**src/rtl/game_state_controller.sv**
```systemverilog
// Frogger game-flow controller: IDLE / RUNNING / DYING / LEVEL_UP / GAME_OVER with lives, level and lane mask.
// Define GAME_EXTRA_LIFE_EN to award a life on every level that is a nonzero multiple of 4.
module game_state_controller #(
    parameter int NUM_LANES    = 4,
    parameter int LEVEL_WIDTH  = 4,
    parameter int START_LIVES  = 3,
    parameter int MAX_LIVES    = 7,
    parameter int DEATH_CYCLES = 25_000_000,
    parameter int LEVEL_CYCLES = 12_500_000,
    localparam int L = $clog2(MAX_LIVES + 1)
) (
    input  logic                   i_Clk,
    input  logic                   i_Rst_L,
    input  logic                   i_Start,
    input  logic                   i_Has_Collided,
    input  logic                   i_Level_Up,
    input  logic [NUM_LANES-1:0]   i_LFSR_Data,
    output logic                   o_Game_Active,
    output logic                   o_Frog_Reset,
    output logic [L-1:0]           o_Lives,
    output logic [LEVEL_WIDTH-1:0] o_Level,
    output logic [NUM_LANES-1:0]   o_Reverse,
    output logic [2:0]             o_State,
    output logic                   o_Game_Over
);

    localparam int MAX_CYC = (DEATH_CYCLES > LEVEL_CYCLES) ? DEATH_CYCLES : LEVEL_CYCLES;
    localparam int TW      = (MAX_CYC > 1) ? $clog2(MAX_CYC) : 1;
    localparam logic [TW-1:0]          DEATH_LAST = TW'(DEATH_CYCLES - 1);
    localparam logic [TW-1:0]          LEVEL_LAST = TW'(LEVEL_CYCLES - 1);
    localparam logic [LEVEL_WIDTH-1:0] LEVEL_MAX  = '1;
`ifdef GAME_EXTRA_LIFE_EN
    localparam logic [L-1:0]           LIVES_MAX  = L'(MAX_LIVES);
`endif

    typedef enum logic [2:0] {
        S_IDLE      = 3'd0,
        S_RUNNING   = 3'd1,
        S_DYING     = 3'd2,
        S_LEVEL_UP  = 3'd3,
        S_GAME_OVER = 3'd4
    } state_t;

    state_t                 state_q, state_d;
    logic [L-1:0]           lives_q, lives_d;
    logic [LEVEL_WIDTH-1:0] level_q, level_d;
    logic [NUM_LANES-1:0]   reverse_q, reverse_d;
    logic [TW-1:0]          timer_q, timer_d;
    logic                   frog_q, frog_d;
    logic                   active_q, over_q;
    logic                   start_prev_q;
    logic                   release_q;

    logic                   start_edge;
    logic [NUM_LANES-1:0]   lane_mask;
    logic [LEVEL_WIDTH:0]   level_plus;

    assign start_edge = i_Start & ~start_prev_q;
    // An all-zero mask would leave every lane unchanged; force the LSB instead.
    assign lane_mask  = (i_LFSR_Data == '0) ? NUM_LANES'(1) : i_LFSR_Data;
    assign level_plus = {1'b0, level_q} + (LEVEL_WIDTH + 1)'(1);

    always_comb begin
        state_d   = state_q;
        lives_d   = lives_q;
        level_d   = level_q;
        reverse_d = release_q ? lane_mask : reverse_q;
        timer_d   = timer_q;
        frog_d    = 1'b0;

        case (state_q)
            S_IDLE, S_GAME_OVER: begin
                if (start_edge) begin
                    lives_d   = L'(START_LIVES);
                    level_d   = '0;
                    reverse_d = lane_mask;
                    timer_d   = '0;
                    frog_d    = 1'b1;
                    state_d   = S_RUNNING;
                end
            end
            S_RUNNING: begin
                // Collision outranks a same-cycle level-up.
                if (i_Has_Collided) begin
                    timer_d = '0;
                    if (lives_q > L'(1)) begin
                        lives_d = lives_q - L'(1);
                        state_d = S_DYING;
                    end else begin
                        lives_d = '0;
                        state_d = S_GAME_OVER;
                    end
                end else if (i_Level_Up) begin
                    if (level_q != LEVEL_MAX) begin
                        level_d = level_plus[LEVEL_WIDTH-1:0];
`ifdef GAME_EXTRA_LIFE_EN
                        if (level_plus[1:0] == 2'b00 && lives_q != LIVES_MAX) begin
                            lives_d = lives_q + L'(1);
                        end
`endif
                    end
                    reverse_d = lane_mask;
                    timer_d   = '0;
                    state_d   = S_LEVEL_UP;
                end
            end
            S_DYING: begin
                if (timer_q == DEATH_LAST) begin
                    timer_d = '0;
                    frog_d  = 1'b1;
                    state_d = S_RUNNING;
                end else begin
                    timer_d = timer_q + TW'(1);
                end
            end
            S_LEVEL_UP: begin
                if (timer_q == LEVEL_LAST) begin
                    timer_d = '0;
                    frog_d  = 1'b1;
                    state_d = S_RUNNING;
                end else begin
                    timer_d = timer_q + TW'(1);
                end
            end
            default: begin
                timer_d = '0;
                state_d = S_IDLE;
            end
        endcase
    end

    always_ff @(posedge i_Clk) begin
        if (!i_Rst_L) begin
            state_q      <= S_IDLE;
            lives_q      <= '0;
            level_q      <= '0;
            reverse_q    <= NUM_LANES'(1);
            timer_q      <= '0;
            frog_q       <= 1'b0;
            active_q     <= 1'b0;
            over_q       <= 1'b0;
            start_prev_q <= 1'b1;
            release_q    <= 1'b1;
        end else begin
            state_q      <= state_d;
            lives_q      <= lives_d;
            level_q      <= level_d;
            reverse_q    <= reverse_d;
            timer_q      <= timer_d;
            frog_q       <= frog_d;
            active_q     <= (state_d == S_RUNNING);
            over_q       <= (state_d == S_GAME_OVER);
            start_prev_q <= i_Start;
            release_q    <= 1'b0;
        end
    end

    assign o_Game_Active = active_q;
    assign o_Frog_Reset  = frog_q;
    assign o_Lives       = lives_q;
    assign o_Level       = level_q;
    assign o_Reverse     = reverse_q;
    assign o_State       = state_q;
    assign o_Game_Over   = over_q;

endmodule

```
**config.mk**
```make
export PLATFORM = sky130hd
export DESIGN_NAME = game_state_controller
export DESIGN_NICKNAME = d
export VERILOG_FILES = /design/src/rtl/game_state_controller.sv
export SDC_FILE = /design/constraint.sdc
export NUM_CORES = 1
export LEC_CHECK = 0
export BUFFER_PORTS_ARGS = -buffer_cell sky130_fd_sc_hd__buf_2
export CORE_MARGIN = 2
export CORE_UTILIZATION = 30
export CTS_CLUSTER_SIZE = 14
export DETAILED_ROUTE_END_ITERATION = 16
export GPL_TIMING_DRIVEN = 0
export PLACE_DENSITY = 0.45
export SLEW_MARGIN = 20
export SYNTH_ARGS = -nofsm -noshare
export SYNTH_HDL_FRONTEND = slang
export SYNTH_SLANG_ARGS = --single-unit
```
**constraint.sdc**
```tcl
create_clock -name i_Clk -period 4.2 [get_ports i_Clk]
set_input_delay 0.84 -clock i_Clk [delete_from_list [all_inputs] [get_ports i_Clk]]
set_output_delay 0.84 -clock i_Clk [all_outputs]
set_load 0.02 [all_outputs]
```
* Yosys cells after proc, flatten, opt, wreduce, memory -nomap -nowiden *
Cells that the tools add are included.

operators by class
  $add $sub $neg = 3
  multipliers = 0
  divide/modulo/power cells = 0
  order comparisons = 1
  eq/ne operators = 15
  shift-type cells = 0
  multiplexer cells = 33
  bitwise operators = 2
  reductions and logical operators = 7

operators with widths
  kind                                                                             count
  25-bit 2-to-1 mux                                                                5
  25-bit case mux with 4 select lines                                              1
  4-bit 2-to-1 mux                                                                 9
  3-bit 2-to-1 mux                                                                 9
  25-bit by 1-bit adder with 25-bit output, second input constant                  1
  25-bit by 24-bit == test with 1-bit output, second input constant                1
  25-bit == test, second input constant                                            1
  4-bit case mux with 2 select lines                                               2
  3-bit case mux with 4 select lines                                               1
  2-bit != test, second input constant                                             5
  3-bit by 1-bit == test with 1-bit output, second input constant                  2
  3-bit by 2-bit == test with 1-bit output, second input constant                  2
  3-bit == test, second input constant                                             2
  3-bit case mux with 2 select lines                                               1
  5-bit AND reduction                                                              1
  4-bit by 1-bit adder with 4-bit output, second input constant                    1
  4-bit zero test                                                                  1
  1-bit 2-to-1 mux                                                                 4
  4-bit != test, second input constant                                             1
  3-bit by 1-bit greater-than comparator with 1-bit output, second input constant  1
  3-bit zero test                                                                  1
  3-bit != test, second input constant                                             1
  1-bit case mux with 3 select lines                                               1
  3-bit AND reduction                                                              1
  other kinds (6)                                                                  6

storage, ports and cells
  register bits after elaboration = 44
  bits in latches = 0
  memory bits (writable) = 0
  bits in read-only memories = 0
  bits of input ports = 9
  output and inout port bits = 17
  logic and storage cells = 71
  memories kept = 0

* Logic depth before layout (Yosys ltp) *
  word-level depth = 6
  gate-level depth with buffers = 7
  depth with buffers taken out = 7

* Worst setup path after synthesis *
No wires, ideal clock.

  kind = register -> register
  start = reg state_q[0] (netlist: o_State[0])
  end = reg timer_q[0]
  setup time = 116 ps
  data arrival time = 1,858 ps
  slack = 2,226 ps
  stages on the path, launching flop included = 8
  buffers on the path = 2
  period minus slack after synthesis = 1,974 ps
  cells stage by stage = dfxtp_1 -> buf_6 -> or4b_1 -> nor4_2 -> a22oi_2 -> a21oi_4 -> buf_6 -> nor3_1

between the ends
  longest elaborated chain between the ends = 4

RTL lines
  element                                                  line  RTL
  from (decl)                                              44    state_t state_q, state_d;
  from (signal assigned)                                   145   state_q <= state_d;
  3-bit == test / 3-bit zero test (equally long branches)  71    case (state_q)
  2-bit OR reduction                                       71
  2-bit != test (no source line)                           n/a
  2-bit AND reduction (no source line)                     n/a
  to (signal assigned)                                     149   timer_q <= timer_d;
  to (decl)                                                48    logic [TW-1:0] timer_q, timer_d;

Several ways; a longest one is shown, not always the timed one.
A chain may end at the register's enable or synchronous reset.

* Final worst setup path *
  start = reg timer_q[0]
  end = reg timer_q[15]

between the ends
  longest elaborated chain between the ends = 3

RTL lines
  element                                                                 line
  25-bit by 1-bit adder with 25-bit output, or another cell as far along  113, 122
  25-bit 2-to-1 mux, on equally long branches                             117, 108
  25-bit case mux with 4 select lines (*)                                 71

Every way passes the cells marked *; elsewhere a longest branch is shown, timed or not.

==> impl_metrics.toml <==
[run_status]
status = "completed"

[timing]
max_slew.worst_pin.slew_ns = 0.796
fin_crit_sh_pct = 55.3
clock.fmax_ghz = 0.430
slew-limit-headroom_pct = 46.2
setup_violations = 0
rsz0062_at_grt = "false"
hold_violations = 0
period_needed_ns = 2.32
fin_skew_ns = 0.00967
drv_slew = 0
tns_ns = 0

[clocking]
clockBufferDepth = 2
post_cts_buffers = 0
clock_latency_ns = 0.31
cts_resized = 0
hold_buffers = 0
clock-sinks = 44
cts_buffers = 5
h-tree-depth = 2
clkSlewWorstSetupHoldPaths_ns = 0.08
cts_tree = "done"
clock-root-buffer = "clkbuf_8"

[worst_setup_path]
max_stage_delay_ns = 0.52
crit_arrival_ns = 2.52
critPathLaunchType = "flop"
crit_path_max_fanout = 10
path_buf_inv = 1
worstSetupEndpointType = "flop"
worstSetupPathType = "reg -> reg"
crit_chain = "ha_1 > nand4_1 > nor4_1 > a22oi_2 > a21oi_4 > buf_6 > nor3_1"
cp_top_family = "simple AND/OR/NAND/NOR gates"
required_ns = 4.40
crit_path_top_delay_cell = "nor4_1"

[power]
power_density_mw_per_mm2 = 303
p_sw_uw = 201
p_seq_share_pct = 50.7
internal-power_uw = 642
worst_ir_drop_vdd_v = 0.000108
switching_share_pct = 23.8
pwr-share-clk_pct = 41.6
combPwrFrac_pct = 7.7
power_leakage_uw = 0.00100

[place]
finalWeightedCongestion = 0.803
dp_hpwl_mm = 4.55
numPortBuffers = 25
dpl_cell_area_sq_mm = 0.00266

[cells_and_area]
drive_above_1_share_pct = 17.9
fillerInstances = 857
final_core_util_pct = 35.8
design_area_sq_mm = 0.00278
n_antenna_cell = 0
regArea_sq_um = 881
multiInputGateArea_sq_mm = 0.00137
nets = 320
synthToLayoutAreaGrowth_pct = 15.5

[grt]
grt_pass1_wl_mm = 10.5
grt_pass1_vias = 2048
grt_max_degree = 15
track_usage_pct = 15.3
grt-ovfl-total = 0
antenna_found_initial = 0

[logic_synthesis]
ys_ff_latch = 44
synth.area.top_cells = "dfxtp_1, nor3_1, nand4_1"
yosysTopAreaCell = "dfxtp_1"
syn_area_sq_mm = 0.00241
syn_inst = 275
ys_warn_count = 0
synth_seq_area_share_pct = 36.6
async_flop_share_pct = 0
synth_edf_count = 0
synth_cell_types = 56
synthTopCellsByCount = "dfxtp_1, nor2_1, nor3_1, nand2_1, nand4_1"
syn_area_per_cell_sq_um = 8.76
synthesis.nets = 288
yosysMostFrequentCell = "dfxtp_1"
synth_top_area_share_pct = 36.6
synthFlopType = "dfxtp_1"

[floorplan]
initial_core_util_pct = 31.0
fp.dieW_microns = 93.6
dieArea_sq_mm = 0.00876
rows = 32
dieHeight_microns = 93.6
core_area_sq_mm = 0.00777
io-pin-count = 26

[drt]
drc_errors = 0
wirelength_mm = 6.17
first_iter_violations = 109
vias = 2133
drt-pass1-iter-count = 4
routedWlPerCell_microns = 15.1
via_per_inst = 5.20
postRouteAntennaNets = 0

[hold_path]
min_path_type = "reg -> reg"

[job]
cap_viol_max_count = 0
-- area by class of cell --
type / instances / share of cell area [%]
multi-input combinational: 208 / 49.1
sequential: 44 / 31.7
buffer: 14 / 4.63
tap: 102 / 4.59
timing repair buffer: 25 / 4.50
clock buffer: 6 / 2.97
clock inverter: 2 / 1.39
inverter: 9 / 1.21
-- metal layers --
| layer | track usage [%] | routed length, microns | vias up |
|---|---|---|---|
| met3 | 2.74 | 283 | 7 |
| met5 | 0 | 0 | - |
| met4 | 4.47 | 72 | 0 |
| met1 | 22.6 | 3100 | 1001 |
| met2 | 22.8 | 2710 | 38 |
| li1 | - | - | 1087 |
-- metrics by stage --
step	total power, uW	instances	setup slack, ns	hold slack [ns]
2_1_floorplan	480	275	2.23	0.459
3_3_place_gp	504	402	1.75	0.474
3_5_place_dp	503	402	1.78	0.484
4_1_cts	855	410	1.83	0.504
5_1_grt	881	410	1.70	0.536
6_report	843	410	1.88	0.500
-- power by group through the flow --
stage / clock, uW / sequential, uW / combinational (uW)
after floorplan: 0 / 442 / 37.7
after CTS: 362 / 427 / 65.8
final: 351 / 427 / 65.0
after global routing: 379 / 429 / 73.1
after global placement: 0 / 437 / 66.5
after detailed placement: 0 / 437 / 65.6
-- sequential cells by signal, indices dropped and copies added, names as in the netlist --
register       cells
o_Lives            3
timer_q           25
o_State            3
o_Level            4
start_prev_q       1
o_Game_Over        1
release_q          1
o_Reverse          4
o_Frog_Reset       1
o_Game_Active      1
-- worst reg2reg max path: cells and delay by family, from the launching register on --
| family | cells | cell delay [ns] |
|---|---|---|
| compound gates | 2 | 0.66 |
| fa+ha+maj | 1 | 0.22 |
| buf+inv | 1 | 0.20 |
| flops | 1 | 0.37 |
| simple gates | 3 | 0.76 |
-- layout by cell type (no fill, tap or decap), drive strengths merged, types with 3 or more instances in the layout --
master,n
ha,4
nor4,7
mux2i,4
and4,6
nand2b,8
nand4,14
a31oi,5
o22ai,3
xnor2,8
a41oi,7
nand4b,4
a21oi,9
nor2b,4
inv,9
o21ai,5
buf,29
and3,7
clkbuf,15
dfxtp,44
nand2,18
nor2,22
and2,5
xor2,8
nand3,12
nor3,21
-- cell families (layout without fill, tap and decap cells) --
| group | after synthesis | count (layout) | share of synthesized area, % |
|---|---|---|---|
| buffers and inverters | 23 | 56 | 6.75 |
| AO/OA/AOI/OAI | 43 | 43 | 13.4 |
| AND/OR/NAND/NOR | 141 | 141 | 33.8 |
| XOR/XNOR | 16 | 16 | 5.82 |
| flip-flops | 44 | 44 | 36.6 |
| adder cells (fa/ha/maj) | 4 | 4 | 2.08 |
| multiplexers | 4 | 4 | 1.66 |
-- final timing paths --
kind                            slack, ns  depth (start not counted)                  endpoint                    start
worst min-delay path                 0.50                          2   o_Reverse[3]$_SDFF_PN0_  o_Reverse[3]$_SDFF_PN0_
worst max register to register       1.88                          7  timer_q[15]$_SDFFE_PN0P_  timer_q[0]$_SDFFE_PN0P_
worst min register to register       0.50                          2   o_Reverse[3]$_SDFF_PN0_  o_Reverse[3]$_SDFF_PN0_
worst max-delay path                 1.88                          7  timer_q[15]$_SDFFE_PN0P_  timer_q[0]$_SDFFE_PN0P_
Note: power is estimated with default switching activity, not from simulation.
